File: src/rtl/hazard_scoreboard_if.sv
// ID-stage to stall-unit bundle: decoded operand/destination info in, stall controls out.
interface hazard_scoreboard_if #(
  parameter int AW    = 5,
  parameter int LAT_W = 3,
  parameter int CNT_W = 32
);
  logic             id_valid;
  logic [AW-1:0]    id_ra;
  logic [AW-1:0]    id_rb;
  logic             id_use_ra;
  logic             id_use_rb;
  logic             id_early;
  logic             id_regwr;
  logic [AW-1:0]    id_rw;
  logic [LAT_W-1:0] id_lat;
  logic             id_md_start;
  logic             id_md_use;
  logic             flush;
  logic             stall;
  logic             stall_ra;
  logic             stall_rb;
  logic             md_busy;
  logic [CNT_W-1:0] stall_cnt;

  modport master (
    output id_valid, id_ra, id_rb, id_use_ra, id_use_rb, id_early,
           id_regwr, id_rw, id_lat, id_md_start, id_md_use, flush,
    input  stall, stall_ra, stall_rb, md_busy, stall_cnt
  );

  modport slave (
    input  id_valid, id_ra, id_rb, id_use_ra, id_use_rb, id_early,
           id_regwr, id_rw, id_lat, id_md_start, id_md_use, flush,
    output stall, stall_ra, stall_rb, md_busy, stall_cnt
  );
endinterface

File: src/rtl/hazard_scoreboard.sv
// ID-stage stall unit: per-register forwarding countdowns plus a mult/div occupancy
// counter drive a single pipeline stall and a saturating stall-cycle counter.
module hazard_scoreboard #(
  parameter int NREG   = 32,
  parameter int AW     = 5,
  parameter int LAT_W  = 3,
  parameter int MD_LAT = 32,
  parameter int MDC_W  = 6,
  parameter int CNT_W  = 32
) (
  input logic clk,
  input logic rst,
  hazard_scoreboard_if.slave sb
);

  logic [LAT_W-1:0] cnt [1:NREG-1];
  logic [MDC_W-1:0] md_cnt;
  logic [CNT_W-1:0] stall_cnt_q;

  logic [LAT_W-1:0] cnt_a;
  logic [LAT_W-1:0] cnt_b;
  logic             haz_a;
  logic             haz_b;
  logic             md_hz;
  logic             id_live;
  logic             stall_ra_c;
  logic             stall_rb_c;
  logic             stall_c;
  logic             issue;
  logic             wr_en;

  // r0 has no entry and indices at or beyond NREG never match, so both read as zero.
  always_comb begin
    cnt_a = '0;
    cnt_b = '0;
    for (int r = 1; r < NREG; r++) begin
      if (int'(sb.id_ra) == r) cnt_a = cnt[r];
      if (int'(sb.id_rb) == r) cnt_b = cnt[r];
    end
  end

  // A count of 1 is covered by EX-to-EX forwarding unless the operand is needed in ID.
  always_comb begin
    haz_a = 1'b0;
    haz_b = 1'b0;
    if (sb.id_use_ra)
      haz_a = sb.id_early ? (cnt_a != '0) : (cnt_a > LAT_W'(1));
    if (sb.id_use_rb)
      haz_b = sb.id_early ? (cnt_b != '0) : (cnt_b > LAT_W'(1));
  end

  always_comb begin
    id_live    = sb.id_valid && !sb.flush && !rst;
    md_hz      = (md_cnt != '0) && (sb.id_md_use || sb.id_md_start);
    stall_ra_c = id_live && haz_a;
    stall_rb_c = id_live && haz_b;
    stall_c    = stall_ra_c || stall_rb_c || (id_live && md_hz);
    issue      = sb.id_valid && !stall_c && !sb.flush;
    wr_en      = issue && sb.id_regwr && (sb.id_rw != '0) && (sb.id_lat != '0);
  end

  // A newly issued writer replaces whatever count an older producer left behind.
  always_ff @(posedge clk) begin
    for (int r = 1; r < NREG; r++) begin
      if (rst)
        cnt[r] <= '0;
      else if (wr_en && int'(sb.id_rw) == r)
        cnt[r] <= sb.id_lat;
      else if (cnt[r] != '0)
        cnt[r] <= cnt[r] - LAT_W'(1);
    end
  end

  always_ff @(posedge clk) begin
    if (rst)
      md_cnt <= '0;
    else if (issue && sb.id_md_start)
      md_cnt <= MDC_W'(MD_LAT);
    else if (md_cnt != '0)
      md_cnt <= md_cnt - MDC_W'(1);
  end

  always_ff @(posedge clk) begin
    if (rst)
      stall_cnt_q <= '0;
    else if (stall_c && !(&stall_cnt_q))
      stall_cnt_q <= stall_cnt_q + CNT_W'(1);
  end

  assign sb.stall     = stall_c;
  assign sb.stall_ra  = stall_ra_c;
  assign sb.stall_rb  = stall_rb_c;
  assign sb.md_busy   = (md_cnt != '0);
  assign sb.stall_cnt = stall_cnt_q;

endmodule
File: src/flat_wrapper.sv
// flat-port wrapper written by rule: the top's interface ports become plain ports
module hazard_scoreboard_flat 
#(
  parameter int NREG   = 32,
  parameter int AW     = 5,
  parameter int LAT_W  = 3,
  parameter int MD_LAT = 32,
  parameter int MDC_W  = 6,
  parameter int CNT_W  = 32
)
  (clk, rst, sb_id_valid, sb_id_ra, sb_id_rb, sb_id_use_ra, sb_id_use_rb, sb_id_early, sb_id_regwr, sb_id_rw, sb_id_lat, sb_id_md_start, sb_id_md_use, sb_flush, sb_stall, sb_stall_ra, sb_stall_rb, sb_md_busy, sb_stall_cnt);
  hazard_scoreboard_if #(.AW(AW), .LAT_W(LAT_W), .CNT_W(CNT_W)) sb_i ();
  input logic clk;
  input logic rst;
  input wire logic [$bits(sb_i.id_valid)-1:0] sb_id_valid;
  input wire logic [$bits(sb_i.id_ra)-1:0] sb_id_ra;
  input wire logic [$bits(sb_i.id_rb)-1:0] sb_id_rb;
  input wire logic [$bits(sb_i.id_use_ra)-1:0] sb_id_use_ra;
  input wire logic [$bits(sb_i.id_use_rb)-1:0] sb_id_use_rb;
  input wire logic [$bits(sb_i.id_early)-1:0] sb_id_early;
  input wire logic [$bits(sb_i.id_regwr)-1:0] sb_id_regwr;
  input wire logic [$bits(sb_i.id_rw)-1:0] sb_id_rw;
  input wire logic [$bits(sb_i.id_lat)-1:0] sb_id_lat;
  input wire logic [$bits(sb_i.id_md_start)-1:0] sb_id_md_start;
  input wire logic [$bits(sb_i.id_md_use)-1:0] sb_id_md_use;
  input wire logic [$bits(sb_i.flush)-1:0] sb_flush;
  output wire logic [$bits(sb_i.stall)-1:0] sb_stall;
  output wire logic [$bits(sb_i.stall_ra)-1:0] sb_stall_ra;
  output wire logic [$bits(sb_i.stall_rb)-1:0] sb_stall_rb;
  output wire logic [$bits(sb_i.md_busy)-1:0] sb_md_busy;
  output wire logic [$bits(sb_i.stall_cnt)-1:0] sb_stall_cnt;
  assign sb_i.id_valid = sb_id_valid;
  assign sb_i.id_ra = sb_id_ra;
  assign sb_i.id_rb = sb_id_rb;
  assign sb_i.id_use_ra = sb_id_use_ra;
  assign sb_i.id_use_rb = sb_id_use_rb;
  assign sb_i.id_early = sb_id_early;
  assign sb_i.id_regwr = sb_id_regwr;
  assign sb_i.id_rw = sb_id_rw;
  assign sb_i.id_lat = sb_id_lat;
  assign sb_i.id_md_start = sb_id_md_start;
  assign sb_i.id_md_use = sb_id_md_use;
  assign sb_i.flush = sb_flush;
  assign sb_stall = sb_i.stall;
  assign sb_stall_ra = sb_i.stall_ra;
  assign sb_stall_rb = sb_i.stall_rb;
  assign sb_md_busy = sb_i.md_busy;
  assign sb_stall_cnt = sb_i.stall_cnt;
  hazard_scoreboard #(.NREG(NREG), .AW(AW), .LAT_W(LAT_W), .MD_LAT(MD_LAT), .MDC_W(MDC_W), .CNT_W(CNT_W)) u_core (.clk(clk), .rst(rst), .sb(sb_i));
endmodule
File: config.mk
export PLATFORM = sky130hd
export DESIGN_NAME = hazard_scoreboard_flat
export DESIGN_NICKNAME = d
export VERILOG_FILES = /design/src/rtl/hazard_scoreboard_if.sv /design/src/rtl/hazard_scoreboard.sv /design/src/flat_wrapper.sv
export SDC_FILE = /design/constraint.sdc
export NUM_CORES = 1
export LEC_CHECK = 0
export ABC_AREA = 1
export BUFFER_PORTS_ARGS = -buffer_cell sky130_fd_sc_hd__buf_2
export CAP_MARGIN = 20
export CORE_MARGIN = 3
export CORE_UTILIZATION = 40
export DETAILED_ROUTE_END_ITERATION = 7
export GPL_TIMING_DRIVEN = 0
export SYNTH_ARGS = -nofsm -noshare
export SYNTH_HDL_FRONTEND = slang
export SYNTH_SLANG_ARGS = --single-unit
File: constraint.sdc
create_clock -name clk -period 5.41 [get_ports clk]
set_input_delay 1.3525 -clock clk [delete_from_list [all_inputs] [get_ports clk]]
set_output_delay 1.3525 -clock clk [all_outputs]
set_load 0.05 [all_outputs]
==> results summary, run 1 <==
The run finished, with violations left. The checks that failed: setup timing. The final antenna-violating net count is 0.

The via count of the first global-routing pass is 11,600. The number of distinct library cell variants in the gate-level netlist after synthesis is 37. The worst path required time came out at 4060 ps. Routability-driven placement finished with a final weighted congestion of 1.04. The signal arrival time at the worst endpoint came out at 4210 ps. The static leakage is 0.00589 uW. The origin of the worst min-delay path is u_core.md_cnt[0].

The insertion delay of the later-clocked pin in the worst-skew pair is 440 ps. The routed wirelength normalized by instance count came out at 19.4 um. In this run the critical register-to-register path is launched from u_core.cnt[0][7]. Setup repair after global routing could not meet its margin everywhere. After layout, the minimum clock period comes to 5560 ps. Adding up every negative setup slack in the final design gives -396 ps. The initial antenna violation count came out at 1.

The post-synthesis net count is 1,721. The worst hold path passes through 2 cells. Detailed placement ended at an HPWL of 31,700 um. Row generation in the floorplan step produced 60 rows.

The initial cell density of the core is 41.0%. The most numerous cell type found on the critical path is sky130_fd_sc_hd__nand2_1. Wires add up to 41,200 um. In the post-route analysis, the smallest setup slack over all paths is -152 ps.

The worst hold path belongs to the class reg2reg. The area occupied by multi-input gates came out at 6560 um2. Power comes to 5110 uW. Leaving out fill and tap cells, the most frequent cell in the layout is sky130_fd_sc_hd__nand2_1.

The number of hold buffers added after CTS was 0. The largest driver fanout on the critical path came out at 6. The root buffer selected by CTS is sky130_fd_sc_hd__clkbuf_16. The TritonCTS clock tree is yes. The endpoint of the most critical register-to-register path is u_core.cnt[0][10]. The family with the most delay on the worst path is simple AND/OR/NAND/NOR gates. The detailed router placed 12,200 vias in this run.

The synthesized area divided by synthesized cell count is 6.83 um2. The synthesized flop and latch total came out at 131. The cell type of the slowest stage on the worst timing path is sky130_fd_sc_hd__a21oi_4.

The area of the die is 29,800 um2. The core region is 27,100 um2. The level count of the clock H-tree is 4. The I/O pin total is 64.

The transition time of the tightest slew-check pin is 1010 ps. The count of warnings emitted by yosys is 0. The first-pass GRT wire length came out at 63,300 um. The path with the worst hold slack has its endpoint at u_core.md_cnt[0]. For this run, the slowest stage of the critical path takes 180 ps. The tool flagged a number of max-cap violations equal to 0. The detailed-route DRC error count is 0. The count of buffering cells on the critical path with inverters included came out at 5.

The maximum root-to-sink buffer count is 2. The flop-to-flop setup slack is 970 ps. The maximum achievable frequency is 180 MHz. The fill cell instance count of the final layout is 2,774. The repair_antennas step left the layout with diodes totalling 0.

The type of element launching the critical path is a primary input. The number of port buffers came out at 61. The library cells used most frequently in the layout, excluding fill and tap cells, are sky130_fd_sc_hd__nand2_1, sky130_fd_sc_hd__nand4_1, sky130_fd_sc_hd__inv_1. The first-pass detailed-route iteration total is 7.

Dividing total power by cell area gives a power density of 389 nW/um2. The worst setup path is captured at an output port. The worst register-to-register path has a depth of 27.

The synthesized area is 11,100 um2. The number of violations reported at the end of detailed-routing iteration 0 is 1,408. The signed area change from the synthesized netlist to the final layout is 18.3%. The clock transition at the registers of the reported paths is 70 ps. Tracing the worst setup path back leads to its startpoint at sb_id_ra[4]. The critical path is of the in2out type.

The total number of nets in the final design is 1,829. The die span in x is 173 um. The mean number of vias per cell is 5.74. The part of the cycle the worst path needs came out at 103%. The overall die height came out at 173 um. The worst-case IR drop observed on VDD is 0.151 mV.

The CTS sink count came out at 131. The count of final max-slew check failures came out at 0. The remaining max-slew budget at the tightest pin is 32.5%. The total global-route track usage is 26.8%. The total overflow reported by the global router is 0. The fraction of the yosys area taken by sequential cells came out at 32.0%. The proportion of layout cells with a drive suffix above 1 is 13.0%.

In this run, CTS created clock tree buffers numbering 17. The number of endpoints with negative hold slack in the final report is 0. Between clock sinks in the finished design, the worst skew comes to 14.4 ps. The final-report setup violation count came out at 3. Entering global routing, the biggest net connects 17 pins. The sequential cell area is 3550 um2. Synthesis produced a netlist whose cell count is 1,629.
synth_stat cells (all sizes together):
master | instances | area share [%]
nand2 | 413 | 14
nand4 | 280 | 16
inv | 250 | 8.4
nor2 | 172 | 6.1
edfxtp | 93 | 25
ha | 64 | 7.2
a21oi | 60 | 2.8
nand3 | 50 | 2.3
xor2 | 48 | 3.8
clkbuf | 40 | 1.4
dfxtp | 38 | 6.8
o21ai | 35 | 1.6
buf | 31 | 1.6
nor3 | 26 | 1.2
xnor2 | 8 | 0.63
nor4 | 6 | 0.34
o22ai | 3 | 0.17
a21boi | 2 | 0.17
clkinv | 2 | 0.068
o211a | 2 | 0.18
a31o | 1 | 0.079
and3 | 1 | 0.056
nor4b | 1 | 0.079
o2111ai | 1 | 0.079
o311a | 1 | 0.090
or2 | 1 | 0.056
per-layer routing:
layer | up-vias | track usage (%) | routed length (um)
met1 | 5658 | 36.3 | 17200
met5 | - | 0 | 12
met4 | 2 | 10.5 | 1650
li1 | 5747 | - | -
met3 | 111 | 5.18 | 4210
met2 | 652 | 42.4 | 18200
worst max path at each step:
stage | slack [ps] | endpoint | depth (start not counted)
after floorplan | 550 | sb_stall | 23
after global placement | -520 | sb_stall | 25
after detailed placement | -470 | sb_stall | 25
after CTS | -100 | sb_stall | 26
after global routing | -250 | sb_stall | 33
final | -150 | sb_stall | 27
sequential cells by signal (all words and copies together) (netlist names):
| name | count |
|---|---|
| u_core.md_cnt | 6 |
| u_core.cnt | 93 |
| u_core.sb.stall_cnt | 32 |
timing repair:
item,in CTS,in global routing
resized for setup,88,47
setup buffers,26,2
setup endpoints to repair,3,41
pin swaps,35,44
cell type report:
class,count,area share [%]
Multi-Input combinational cell,1175,49.9
Inverter,252,7.38
Sequential cell,131,27.0
Timing Repair Buffer,89,4.90
Clock inverter,13,0.952
Clock buffer,19,3.62
Tap cell,372,3.54
Buffer,71,2.70
metrics by stage:
| stage | instances | worst slack [ps] | hold WS [ps] | instance area, um2 | util, % |
|---|---|---|---|---|---|
| after floorplan | 1629 | 553 | 436 | 11100 | - |
| after global placement | 2062 | -521 | 451 | 11900 | 43.9 |
| after detailed placement | 2062 | -470 | 454 | 11900 | 43.9 |
| after CTS | 2120 | -98.8 | 465 | 13000 | 47.8 |
| after global routing | 2122 | -254 | 496 | 13100 | 48.5 |
| final | 2122 | -152 | 462 | 13100 | 48.5 |
report_power, final:
part | switching [uW] | internal [uW]
clock network | 535 | 665
registers | 263 | 1550
logic | 1380 | 718
total | 2180 | 2930
worst min-delay path: cells and delay by family, from the launching register on:
kind / cells / cell delay [ps]
AOI/OAI and AO/OA: 1 / 50
and+or+nand+nor: 1 / 60
DFF: 1 / 310
kinds of logic (layout without fill, tap and decap cells):
logic type / after synthesis / after routing / synth area share (%)
and+or+nand+nor: 950 / 950 / 39.9
buffers and inverters: 323 / 444 / 11.4
DFF: 131 / 131 / 32.0
AOI/OAI and AO/OA: 105 / 105 / 5.11
adders and majority gates: 64 / 64 / 7.20
xor gates and xnor gates: 56 / 56 / 4.41
Note: power is estimated with default switching activity, not from simulation.
==> inputs of run 2 (changes only) <==
- SETUP_SLACK_MARGIN: not set -> 0.5
==> run 2 against run 1 <==
Net effect:
- the flow still finishes with violations (setup timing)
- critical endpoint unchanged
- sequential power hardly changed
- first-iteration DRC count is 13% higher
- combinational power is 4% higher
- non-clock buffer count is 15 higher
==> results summary, run 2 (same netlist as run 1, synthesis figures left out) <==
The sum of negative setup slack came out at -556 ps (-160 ps). The final reports fail on setup timing. TritonCTS built the clock tree. The die span in x came out at 173 um (unchanged). The mean number of vias per cell is 5.78 (+0.76%).

In this run the clock root is driven by a sky130_fd_sc_hd__clkbuf_16. The worst IR drop on VDD is 0.153 mV (+1.0%). The cell depth of the worst flop-to-flop path came out at 30 (+11%). The shortest period the worst path allows came to 5610 ps (+51.8 ps). The final-report setup violation count came out at 3 (unchanged). The final standard cell area without fillers was 13,500 um2 (+3.0%). The worst path required time is 4060 ps (about the same).

Setup repair after global routing could not meet its margin everywhere. The maximum root-to-sink buffer count is 2 (unchanged). The largest driver fanout on the critical path is 6 (unchanged). The setup slack after layout came out at -204 ps (-51.8 ps). The amount of wire on met3 after detailed routing is 4290 um (+2.0%). The HPWL after detailed placement came out at 31,700 um (unchanged). The total global-route track usage is 26.8% (about the same). The transition time of the tightest slew-check pin is 1150 ps (+139 ps). The static leakage came to 0.00605 uW (+2.8%). The largest net degree at the start of global routing is 17 (unchanged). The total overflow reported by the global router came to 0 (unchanged).

The wire length on met1 is 17,600 um (+2.6%). The I/O pin total is 64 (unchanged). The count of max-cap constraint violations is 0 (unchanged). The flip-flop count of the largest register after layout is 93 (unchanged). The library cell used most frequently in the layout, excluding fill and tap cells, is sky130_fd_sc_hd__nand2_1.

The proportion of layout cells with a drive suffix above 1 is 14.4% (+1.4 points). The number of clock buffers inserted by TritonCTS came out at 17 (unchanged). The level count of the clock H-tree is 4 (unchanged). The startpoint of the worst-slack reg-to-reg timing path is u_core.cnt[0][8]. The setup clock skew after layout came to 13.9 ps (-0.492 ps). The via count of the first global-routing pass is 11,600 (+0.026%). Leaving out fill and tap cells, the most frequent cells in the layout are sky130_fd_sc_hd__nand2_1, sky130_fd_sc_hd__nand4_1, sky130_fd_sc_hd__inv_1. The total number of nets in the final design came to 1,844 (+0.82%). The number of violations reported at the end of detailed-routing iteration 0 is 1,591 (+13%).

The detailed-route DRC error count is 0 (unchanged). The placement row count is 60 (unchanged). The aggregate routed wire length is 42,200 um (+2.3%). The final antenna-violating net count came out at 0 (unchanged). The setup slack at placement was -470 ps (unchanged).

The part of the cycle the worst path needs came out at 104% (+0.96 points). The power density over the cells came out at 384 nW/um2 (-1.3%). The flow ran to the end, but the final reports show violations. The endpoint of the most critical register-to-register path is u_core.cnt[0][59].

The maximum achievable frequency came to 178 MHz (-0.92%). The routed wirelength normalized by instance count came out at 19.7 um (+1.5%). The last weighted congestion value of the routability-driven placer is 1.04 (unchanged).

The met2 routed wirelength is 18,400 um (+1.5%). The CTS sink count is 131 (unchanged). The area of the die came out at 29,800 um2 (unchanged). The placed standard-cell area is 11,900 um2 (unchanged). The hold path depth is 2 (unchanged). The initial cell density of the core came out at 41.0% (unchanged). The first-pass detailed-route iteration total is 6 (-1).

For hold timing, the worst endpoint is u_core.md_cnt[0]. The initial antenna violation count is 1 (unchanged). The remaining max-slew budget at the tightest pin was 23.3% (-9.3 points). The diode insertion count for antenna repair came out at 0 (unchanged).

The overall die height came to 173 um (unchanged). The detailed-route via count came out at 12,300 (+1.5%). The signal arrival time at the worst endpoint is 4260 ps (+50 ps). Compared with the post-synthesis result, the final layout area differs by 21.8%. The number of port buffers is 61 (unchanged).

The startpoint-to-endpoint class of the critical path is in2out. The flop-to-flop setup slack is 1180 ps (+210 ps). The count of final max-slew check failures is 0 (unchanged). The first-pass GRT wire length is 63,300 um (about the same). Counting flops per register, the top entry is u_core.cnt. STA classifies the critical path endpoint as an output port. STA classifies the critical path startpoint as a primary input. The insertion delay of the later-clocked pin in the worst-skew pair came out at 430 ps (about the same). The clock transition at the registers of the reported paths is 70 ps (about the same).

After detailed routing, no signal wire sits above met5. The number of endpoints with negative hold slack in the final report is 0 (unchanged). The worst hold path begins at u_core.md_cnt[0].

The area of the core is 27,100 um2 (unchanged). The tightest min-delay check is of the reg2reg type.
## run 2: stage by stage
step / util, % / power, uW / instances / hold WS (ps)
global route: 50.0 / 5570 / 2137 / 496
CTS: 47.9 / 5060 / 2121 / 465
detailed placement: 43.9 / 3790 / 2062 / 454
floorplan: - / 3230 / 1629 / 436
global placement: 43.9 / 3730 / 2062 / 451
finish: 50.0 / 5190 / 2137 / 462
## run 2: worst max-delay path, cell delays in order
cell and delay, ps:
sky130_fd_sc_hd__buf_12 90, sky130_fd_sc_hd__inv_8 30, sky130_fd_sc_hd__buf_6 120, sky130_fd_sc_hd__buf_6 110, sky130_fd_sc_hd__nand4_1 80, sky130_fd_sc_hd__nand2_1 70, sky130_fd_sc_hd__nor2_1 110, sky130_fd_sc_hd__nand3_1 100
sky130_fd_sc_hd__nand2_1 120, sky130_fd_sc_hd__nand3_2 70, sky130_fd_sc_hd__nand2_1 80, sky130_fd_sc_hd__nand4_1 170, sky130_fd_sc_hd__nand2_1 150, sky130_fd_sc_hd__nand3_2 80, sky130_fd_sc_hd__nand2_2 80, sky130_fd_sc_hd__nand4_1 90
sky130_fd_sc_hd__nand2_1 100, sky130_fd_sc_hd__nand4_1 160, sky130_fd_sc_hd__nand2_1 180, sky130_fd_sc_hd__nand4_1 110, sky130_fd_sc_hd__a21oi_1 150, sky130_fd_sc_hd__nand2_1 80, sky130_fd_sc_hd__nand2_2 90, sky130_fd_sc_hd__nand2_4 70
sky130_fd_sc_hd__a21oi_4 180, sky130_fd_sc_hd__nand2_4 80, sky130_fd_sc_hd__buf_8 150
## run 2: final cells by class
class,count,area [um2]
fillers,2718,13600
clock inverters,13,125
clock buffers,19,475
plain buffers,71,434
multi-input cells,1175,6630
inverters,252,971
repair buffers,104,885
flip-flops and latches,131,3550
well taps,372,465
## run 2: metal layers
metal  track usage [%]  vias up
li1                  -     5768
met1              36.4     5711
met2              42.5      737
met3              5.07      129
met4              10.5        4
met5                 0        -
## run 2: how the worst max path moves through the flow
stage,startpoint,to,slack [ps],cells after the start
finish,sb_id_ra[4],sb_stall,-200,27
detailed placement,sb_id_ra[1],sb_stall,-470,25
CTS,sb_id_ra[4],sb_stall,-100,26
global placement,sb_id_ra[1],sb_stall,-520,25
floorplan,sb_id_rb[4],sb_stall,550,23
global route,sb_id_rb[2],sb_stall,-270,33
## run 2: report_power, final
group,switching [uW],internal [uW],total (uW)
combinational,1410,766,2180
clock,534,665,1200
sequential,267,1550,1820
## run 2: timing repair
item,in CTS,in global routing
buffers inserted,27,11
endpoints found under the setup margin,168,216
gates resized for setup,93,94
hold buffers,0,0
gates cloned,0,5
pin swaps,38,111
